==> src/rtl/seven_seg_scan_ctrl.sv <==
// rtl/seven_seg_scan_ctrl.sv - 4-digit seven-segment scan controller with guard blanking and frame-aligned updates
// Optional leading-zero blanking is enabled by defining SEVSEG_LZB_EN.
module seven_seg_scan_ctrl #(
  parameter int REFRESH_DIV = 100000,
  parameter int GUARD       = 16
) (
  input  logic        clk,
  input  logic        rst,
  input  logic [15:0] value,
  input  logic [3:0]  digit_en,
  input  logic        load,
  output logic [3:0]  num,
  output logic [1:0]  digit,
  output logic        en,
  output logic        frame_done
);

  localparam int TW = (REFRESH_DIV > 1) ? $clog2(REFRESH_DIV) : 1;
  localparam logic [TW-1:0] TICK_MAX = TW'(REFRESH_DIV - 1);
  localparam logic [TW-1:0] GUARD_T  = TW'(GUARD);

  logic [TW-1:0] tick_cnt, tick_nxt;
  logic [1:0]    digit_nxt;
  logic [15:0]   act_word, act_word_nxt, pend_word, pend_word_nxt;
  logic [3:0]    act_mask, act_mask_nxt, pend_mask, pend_mask_nxt;
  logic          pend_valid, pend_valid_nxt;
  logic          boundary;
  logic [3:0]    nib, num_nxt;
  logic          en_nxt;
`ifdef SEVSEG_LZB_EN
  logic [3:0]    lz;
`endif

  always_comb begin
    tick_nxt       = tick_cnt + 1'b1;
    digit_nxt      = digit;
    boundary       = 1'b0;
    act_word_nxt   = act_word;
    act_mask_nxt   = act_mask;
    pend_word_nxt  = pend_word;
    pend_mask_nxt  = pend_mask;
    pend_valid_nxt = pend_valid;

    if (tick_cnt == TICK_MAX) begin
      tick_nxt  = '0;
      digit_nxt = digit + 2'd1;
      boundary  = (digit == 2'd3);
    end

    // A load landing on the boundary edge goes straight to the active word.
    if (boundary && load) begin
      act_word_nxt   = value;
      act_mask_nxt   = digit_en;
      pend_valid_nxt = 1'b0;
    end else begin
      if (boundary && pend_valid) begin
        act_word_nxt   = pend_word;
        act_mask_nxt   = pend_mask;
        pend_valid_nxt = 1'b0;
      end
      if (load) begin
        pend_word_nxt  = value;
        pend_mask_nxt  = digit_en;
        pend_valid_nxt = 1'b1;
      end
    end

    nib     = act_word_nxt[{digit_nxt, 2'b00} +: 4];
    num_nxt = (nib >= 4'hB && nib <= 4'hE) ? 4'hF : nib;
`ifdef SEVSEG_LZB_EN
    lz[3] = (act_word_nxt[15:12] == 4'h0);
    lz[2] = lz[3] && (act_word_nxt[11:8] == 4'h0);
    lz[1] = lz[2] && (act_word_nxt[7:4] == 4'h0);
    lz[0] = 1'b0;
    if (lz[digit_nxt]) num_nxt = 4'hA;
`endif
    en_nxt = act_mask_nxt[digit_nxt] && ((GUARD == 0) || (tick_nxt >= GUARD_T));
  end

  always_ff @(posedge clk or posedge rst) begin
    if (rst) begin
      tick_cnt   <= '0;
      digit      <= 2'd0;
      act_word   <= 16'h0000;
      act_mask   <= 4'b0000;
      pend_word  <= 16'h0000;
      pend_mask  <= 4'b0000;
      pend_valid <= 1'b0;
      num        <= 4'h0;
      en         <= 1'b0;
      frame_done <= 1'b0;
    end else begin
      tick_cnt   <= tick_nxt;
      digit      <= digit_nxt;
      act_word   <= act_word_nxt;
      act_mask   <= act_mask_nxt;
      pend_word  <= pend_word_nxt;
      pend_mask  <= pend_mask_nxt;
      pend_valid <= pend_valid_nxt;
      num        <= num_nxt;
      en         <= en_nxt;
      frame_done <= boundary;
    end
  end

endmodule

==> config.mk <==
export PLATFORM = sky130hd
export DESIGN_NAME = seven_seg_scan_ctrl
export DESIGN_NICKNAME = d
export VERILOG_FILES = /design/src/rtl/seven_seg_scan_ctrl.sv
export SDC_FILE = /design/constraint.sdc
export NUM_CORES = 1
export LEC_CHECK = 0
export ABC_AREA = 1
export CELL_PAD_IN_SITES_DETAIL_PLACEMENT = 0
export CELL_PAD_IN_SITES_GLOBAL_PLACEMENT = 1
export CORE_MARGIN = 3
export CORE_UTILIZATION = 43
export CTS_BUF_LIST = sky130_fd_sc_hd__clkbuf_16
export DETAILED_ROUTE_END_ITERATION = 7
export PLACE_DENSITY = 0.79
export SYNTH_ARGS = -nofsm -noshare
export SYNTH_HDL_FRONTEND = slang
export SYNTH_SLANG_ARGS = --single-unit
==> constraint.sdc <==
create_clock -name clk -period 3 [get_ports clk]
set_clock_uncertainty 0.1 [all_clocks]
set_input_delay 0.3 -clock clk [delete_from_list [all_inputs] [get_ports clk]]
set_output_delay 0.3 -clock clk [all_outputs]
set_load 0.02 [all_outputs]
Word level (Yosys, flattened, before mapping)
Index checks and enable logic that the tools add are counted.

Output and inout port bits: 8. Input bits: 23. RAM bits: 0. Bits in latches: 0. Logic and storage cells: 39. Memories kept: 0. ROM bits: 0. Flip-flop bits (word level): 66.

Reductions and logical operators: 6. $mul: 0. Multiplexer cells: 13. Div/mod/pow operators: 0. Bitwise operators: 1. Shift operators: 1. Order comparisons: 4. Eq/ne operators: 2. Add/subtract/negate cells: 2.

Operator list (count): $mux 16 (2); $add 17x1->17 const B (1); $eq 17x17->1 const B (1); $ge 17x5->1 const B (1); $mux 17 (1); $shiftx 16x5->4 (1); $mux 4 (3); $mux 1 (5); $ge 4x4->1 const B (1); $le 4x4->1 const B (1); $logic_and 1x1->1 (4); $lt 2x3->1 const B (1); $reduce_bool 3->1 (1); $add 2x1->2 const B (1); $bmux 1 s2 (1); $eq 2x2->1 const B (1); $mux 2 (1); $reduce_and 2->1 (1); $not 1->1 (1).

Logic depth before layout (Yosys ltp)
Depth after elaboration: 9. Depth in mapped cells: 16. Depth with buffers taken out: 15.

Least setup slack after synthesis
Ideal clock, no wire load.

Kind: register to register. Start point: register tick_cnt[0]. End point: register num[1]. Period minus slack after synthesis: 2056 ps. Buffers on the path: 1. Data arrival time: 1831 ps. Slack: 944 ps. Cell stages (with the launch flop): 16. Required time: 2776 ps. Path through: dfrtp_1 ha_1 nand3_1 nor2_2 nand3_4 nor2_8 nand2_4 clkinv_4 buf_6 nand2_1 nand3_2 nand3_2 nand2_1 nor2_1 nand2_1 nand3_1.

Cells in the longest elaborated chain, start to end: 9.

RTL lines: from (decl) (RTL line 22) `logic [TW-1:0] tick_cnt, tick_nxt;`; from (signal assigned) (RTL line 93) `tick_cnt <= tick_nxt;`; $eq 17x17->1 * (RTL line 44) `if (tick_cnt == TICK_MAX) begin`; $mux 1 (RTL line 44); $logic_and 1x1->1 (RTL line 56) `if (boundary && pend_valid) begin`; $mux 16 (RTL line 56); $mux 16 (RTL line 51) `if (boundary && load) begin`; $shiftx 16x5->4 * (RTL line 68) `nib = act_word_nxt[{digit_nxt, 2'b00} +: 4];`; $ge 4x4->1 or $le 4x4->1 (tied branches) (RTL line 69) `num_nxt = (nib >= 4'hB && nib <= 4'hE) ? 4'hF : nib;`; $logic_and 1x1->1 (RTL line 69); $mux 4 * (RTL line 69); via num_nxt[1] (RTL line 28) `logic [3:0] nib, num_nxt;`; to (signal assigned) (RTL line 100) `num <= num_nxt;`; to (decl) (RTL line 12) `output logic [3:0] num,`.

The timed path passes the listed nets; every way through them passes the cells marked *. A chain may end at the register's enable or synchronous reset.

Worst setup path after layout
Ends and elaborated chain as after synthesis.

==> reports/results.env <==
RUN_STATUS='completed'
WORST-SLEW-PIN-TRANSITION_NS=0.4566
DETAILEDPLACEMENTHPWL_UM=5693
GROUTE.LAYER.MET1.USAGE_PCT=26.93
FINAL_ANTENNA_NET_COUNT=0
CLOCK_PATH_BUFFERS=2
POST-PLACE-CELLS=552
INSTANCES_NO_FILL=568
POST_CTS_REPAIR_RESIZE_COUNT=0
HOLDBUFCOUNTCTS=0
POSTLAYOUTCOREUTIL_PCT=53.85
REPORTED_MAX_CAP_VIOLATION_COUNT=0
AREA_DELTA_SYNTH_FINAL_PCT=20.65
GRT_OVERFLOW=0
YOSYS.CELL_TYPES.COUNT=37
CLKSINKCOUNT=66
DRT_PASS1_ITERATIONS=4
BUFFERS_ADDED_ON_PORTS=30
WORSTSETUPSTARTPOINT='tick_cnt[0]$_DFF_PP0_'
WORSTPATHREQUIRED_NS=3.11
GRT_SETUP_UNREPAIRED='false'
CRIT_PATH_START_KIND='flip-flop'
REG2REG_SLACK_NS=0.39
REGTOREGSTARTPOINT='tick_cnt[0]$_DFF_PP0_'
GP_ROUTABILITY_CONGESTION=0.8849
WORST-SETUP-PATH-TYPE='flip-flop to flip-flop'
DESIGN.PORTCOUNT=31
ANTENNA_CELLS=0
CLOCK_INSERTION_DELAY_WORST_SKEW_NS=0.33
GRT_PASS1_WL_UM=13690
GRT_START_MAX_NET_PINS=26
DRT-WIRELENGTH-PER-CELL_UM=14.14
GRT.MET3_USAGE_PCT=3.362
DRC=0
WORST_EP_ARRIVAL_TIME_NS=2.72
CHIPHEIGHT_UM=96.02
TIMING.FMAX_GHz=0.3828
FINAL_MAX_SLEW_VIOL_COUNT=0
FLOORPLAN.INITIALDENSITY_PCT=44.63
POST_SYNTH.CELL_AREA_AVG_UM2=8.180
FILLER_CELL_COUNT=755
REPORT.POWER.TOTAL_uW=2147
WORSTREG2REGEND='num[1]$_DFF_PP0_'
CTS_BUFFERS=9
HOLD_SLACK_NS=0.2037
IR_WORST_VDD_mV=0.3216
SYNTH.TOP_CELL.AREA_SHARE_PCT=47.40
TOP_CELL_TYPE_BY_TOTAL_AREA_AFTER_SYNTHESIS='sky130_fd_sc_hd__dfrtp_1'
LAYOUT.NETS=486
DIE_WIDTH_UM=96.02
HTREE_NUM_LEVELS=3
POST-CTS-SETUP-BUFFERS=0
CTS.ROOT.BUFFER_CELL='sky130_fd_sc_hd__clkbuf_16'
FINAL_HOLD_VIOL_COUNT=0
TOTAL_VIA_COUNT_IN_THE_ROUTED_DESIGN=2878
WORST_SLEW_MARGIN_REL_PCT=69.51
CLKSLEWWORSTSETUPHOLDPATHS_NS=0.06
GRT_ANTENNA_BEFORE_REPAIR=0
FP.DIEAREA_UM2=9220
DRT_FIRST_ITER_VIOLATIONS=117
CORE_AREA_UM2=7807
HP-CLASS='input pin to async pin'
LEAKAGE_POWER_FIGURE_uW=0.002073
SYNTH.TOP_CELLS.BY_AREA='sky130_fd_sc_hd__dfrtp_1 (47%), sky130_fd_sc_hd__nand2_1 (11%), sky130_fd_sc_hd__nand3_1 (7.5%)'
CRITICAL_PATH_PEAK_FANOUT=16
DETAIL_ROUTE.WIRELENGTH_UM=8034
CLOCK_TREE_FROM_TRITONCTS='built'
POST_ROUTE_CELLS_DRIVE_ABOVE_1_SHARE_PCT=12.88
FINAL-SETUP-VIOL-COUNT=0
WORST_SETUP_PATH_ENDPOINT='num[1]$_DFF_PP0_'
GRTUSAGETOTAL_PCT=19.47
COUNT_OF_WARNINGS_EMITTED_BY_YOSYS=0
VIASPERCELL=5.067
GROUTE.LAYER.MET2.USAGE_PCT=30.59
FIN_CRIT_SH_PCT=87.07
SYNTHESIS.NETS=451
ENDPOINT_CLASS_OF_THE_CRITICAL_PATH='flip-flop'
SEQ_AREA_FRAC_SYNTH_PCT=47.40
SYNTHESIZED_CELL_AREA_UM2=3485
FP-ROW-COUNT=32
SETUP-TNS-FINAL_NS=0
GR-MAX-USAGE-LAYER='met2'
POST-ROUTE-MIN-PERIOD_NS=2.612
FIRST_GLOBAL_VIAS=2755
POWER-PER-CELL-AREA_nW_PER_UM2=510.7
SYNTH-SEQ-CELLS=66
SYNTHESIS.INSTANCES=426
R2R_CELLS=14
==> critical path, cell delays in order (launching register included) <==
cell,delay [ns]
sky130_fd_sc_hd__dfrtp_1,0.37
sky130_fd_sc_hd__ha_1,0.21
sky130_fd_sc_hd__nand2_1,0.06
sky130_fd_sc_hd__nor2_1,0.19
sky130_fd_sc_hd__nand3_1,0.16
sky130_fd_sc_hd__nor2_4,0.36
sky130_fd_sc_hd__nand3_2,0.32
sky130_fd_sc_hd__nand2_1,0.14
sky130_fd_sc_hd__nand3_1,0.09
sky130_fd_sc_hd__nand3_1,0.11
sky130_fd_sc_hd__nand3_1,0.08
sky130_fd_sc_hd__nand2_1,0.11
sky130_fd_sc_hd__nor2_1,0.06
sky130_fd_sc_hd__nand2_1,0.06
sky130_fd_sc_hd__nand3_1,0.06
==> cells by family after synthesis <==
group                      count (synthesis)  synth area share, %
and+or+nand+nor                          239                35.30
buffers and inverters                     76                9.192
DFF                                       66                47.40
AOI/OAI and AO/OA                         36                5.637
xor gates and xnor gates                   7                1.759
adders and majority gates                  2               0.7180
==> metrics by stage <==
| step | setup slack [ns] | area, µm² |
|---|---|---|
| floorplan | 0.9444 | 3485 |
| global placement | 0.4426 | 3886 |
| detailed placement | 0.3848 | 3886 |
| CTS | 0.3836 | 4204 |
| global route | 0.1037 | 4204 |
| finish | 0.3880 | 4204 |
==> cells in the mapped netlist <==
library cell,n
sky130_fd_sc_hd__nor2_1,26
sky130_fd_sc_hd__nand3_1,52
sky130_fd_sc_hd__nor3_2,1
sky130_fd_sc_hd__nor3_1,4
sky130_fd_sc_hd__ha_1,2
sky130_fd_sc_hd__or2_2,1
sky130_fd_sc_hd__clkbuf_1,4
sky130_fd_sc_hd__nand3b_1,1
sky130_fd_sc_hd__o21ai_2,1
sky130_fd_sc_hd__nand3b_4,1
sky130_fd_sc_hd__nand2_1,100
sky130_fd_sc_hd__clkinv_4,1
sky130_fd_sc_hd__o31ai_1,1
sky130_fd_sc_hd__inv_2,5
sky130_fd_sc_hd__o211ai_2,1
sky130_fd_sc_hd__nor2_8,1
sky130_fd_sc_hd__nor2_2,3
sky130_fd_sc_hd__buf_2,6
sky130_fd_sc_hd__nand2_2,4
sky130_fd_sc_hd__xor2_1,7
sky130_fd_sc_hd__nor2_4,2
sky130_fd_sc_hd__nand3_2,12
sky130_fd_sc_hd__o21ai_0,19
sky130_fd_sc_hd__clkinv_1,2
sky130_fd_sc_hd__nand4_1,13
sky130_fd_sc_hd__and2_1,12
sky130_fd_sc_hd__buf_6,3
sky130_fd_sc_hd__nand2_4,1
sky130_fd_sc_hd__nor3_4,1
sky130_fd_sc_hd__a21oi_1,8
sky130_fd_sc_hd__nor4_1,2
sky130_fd_sc_hd__dfrtp_1,66
sky130_fd_sc_hd__nand3_4,1
sky130_fd_sc_hd__a21o_1,1
sky130_fd_sc_hd__o21ai_1,5
sky130_fd_sc_hd__nand4_2,1
sky130_fd_sc_hd__inv_1,55
==> cell usage in the layout, fill, tap and decap left out, types with 5 or more instances in the layout <==
cell and instances:
sky130_fd_sc_hd__nand2_1 100, sky130_fd_sc_hd__dfrtp_1 66, sky130_fd_sc_hd__inv_1 54, sky130_fd_sc_hd__nand3_1 52, sky130_fd_sc_hd__clkdlybuf4s50_1 30, sky130_fd_sc_hd__nor2_1 26, sky130_fd_sc_hd__o21ai_0 19, sky130_fd_sc_hd__nand4_1 13
sky130_fd_sc_hd__nand3_2 12, sky130_fd_sc_hd__and2_1 12, sky130_fd_sc_hd__clkbuf_16 9, sky130_fd_sc_hd__a21oi_1 8, sky130_fd_sc_hd__xor2_1 7, sky130_fd_sc_hd__buf_4 7, sky130_fd_sc_hd__inv_2 6, sky130_fd_sc_hd__o21ai_1 5
==> metal layers <==
metal | up-vias | part of all wire [%]
li1 | 1439 | -
met1 | 1349 | 48
met2 | 76 | 46
met3 | 14 | 4.5
met4 | 0 | 1.6
met5 | - | 0
==> power by group <==
group	leakage, µW	total (µW)	switching [µW]	internal, µW
registers	0.000748	925	10.4	914
clock network	0.000149	1130	407	726
logic	0.00118	89.9	49.7	40.2
==> state kept, by name, summed over array words and instances (netlist names) <==
register,count
pend_valid,1
digit,2
act_word,16
pend_mask,4
tick_cnt,17
num,4
pend_word,16
act_mask,4
frame_done,1
en,1
==> final cells by class <==
| class | count | area, µm² | share of cell area [%] |
|---|---|---|---|
| clock buffers | 9 | 225.2 | 5.357 |
| clock inverters | 7 | 92.59 | 2.202 |
| inverters | 63 | 241.5 | 5.744 |
| multi-input cells | 284 | 1513 | 35.98 |
| flip-flops and latches | 66 | 1652 | 39.29 |
| well taps | 102 | 127.6 | 3.036 |
| repair buffers | 37 | 352.8 | 8.393 |
==> worst min path at each step <==
stage                               start                    end  slack, ns  cells after the start
CTS                                   rst           en$_DFF_PP0_       0.23                      2
global route                          rst  act_mask[3]$_DFF_PP0_       0.26                      2
finish                                rst  act_mask[3]$_DFF_PP0_       0.20                      2
detailed placement  tick_cnt[0]$_DFF_PP0_  tick_cnt[0]$_DFF_PP0_       0.36                      1
global placement    tick_cnt[0]$_DFF_PP0_  tick_cnt[0]$_DFF_PP0_       0.34                      1
floorplan           tick_cnt[0]$_DFF_PP0_  tick_cnt[0]$_DFF_PP0_       0.33                      1
Power figures use the tool's default switching activity.
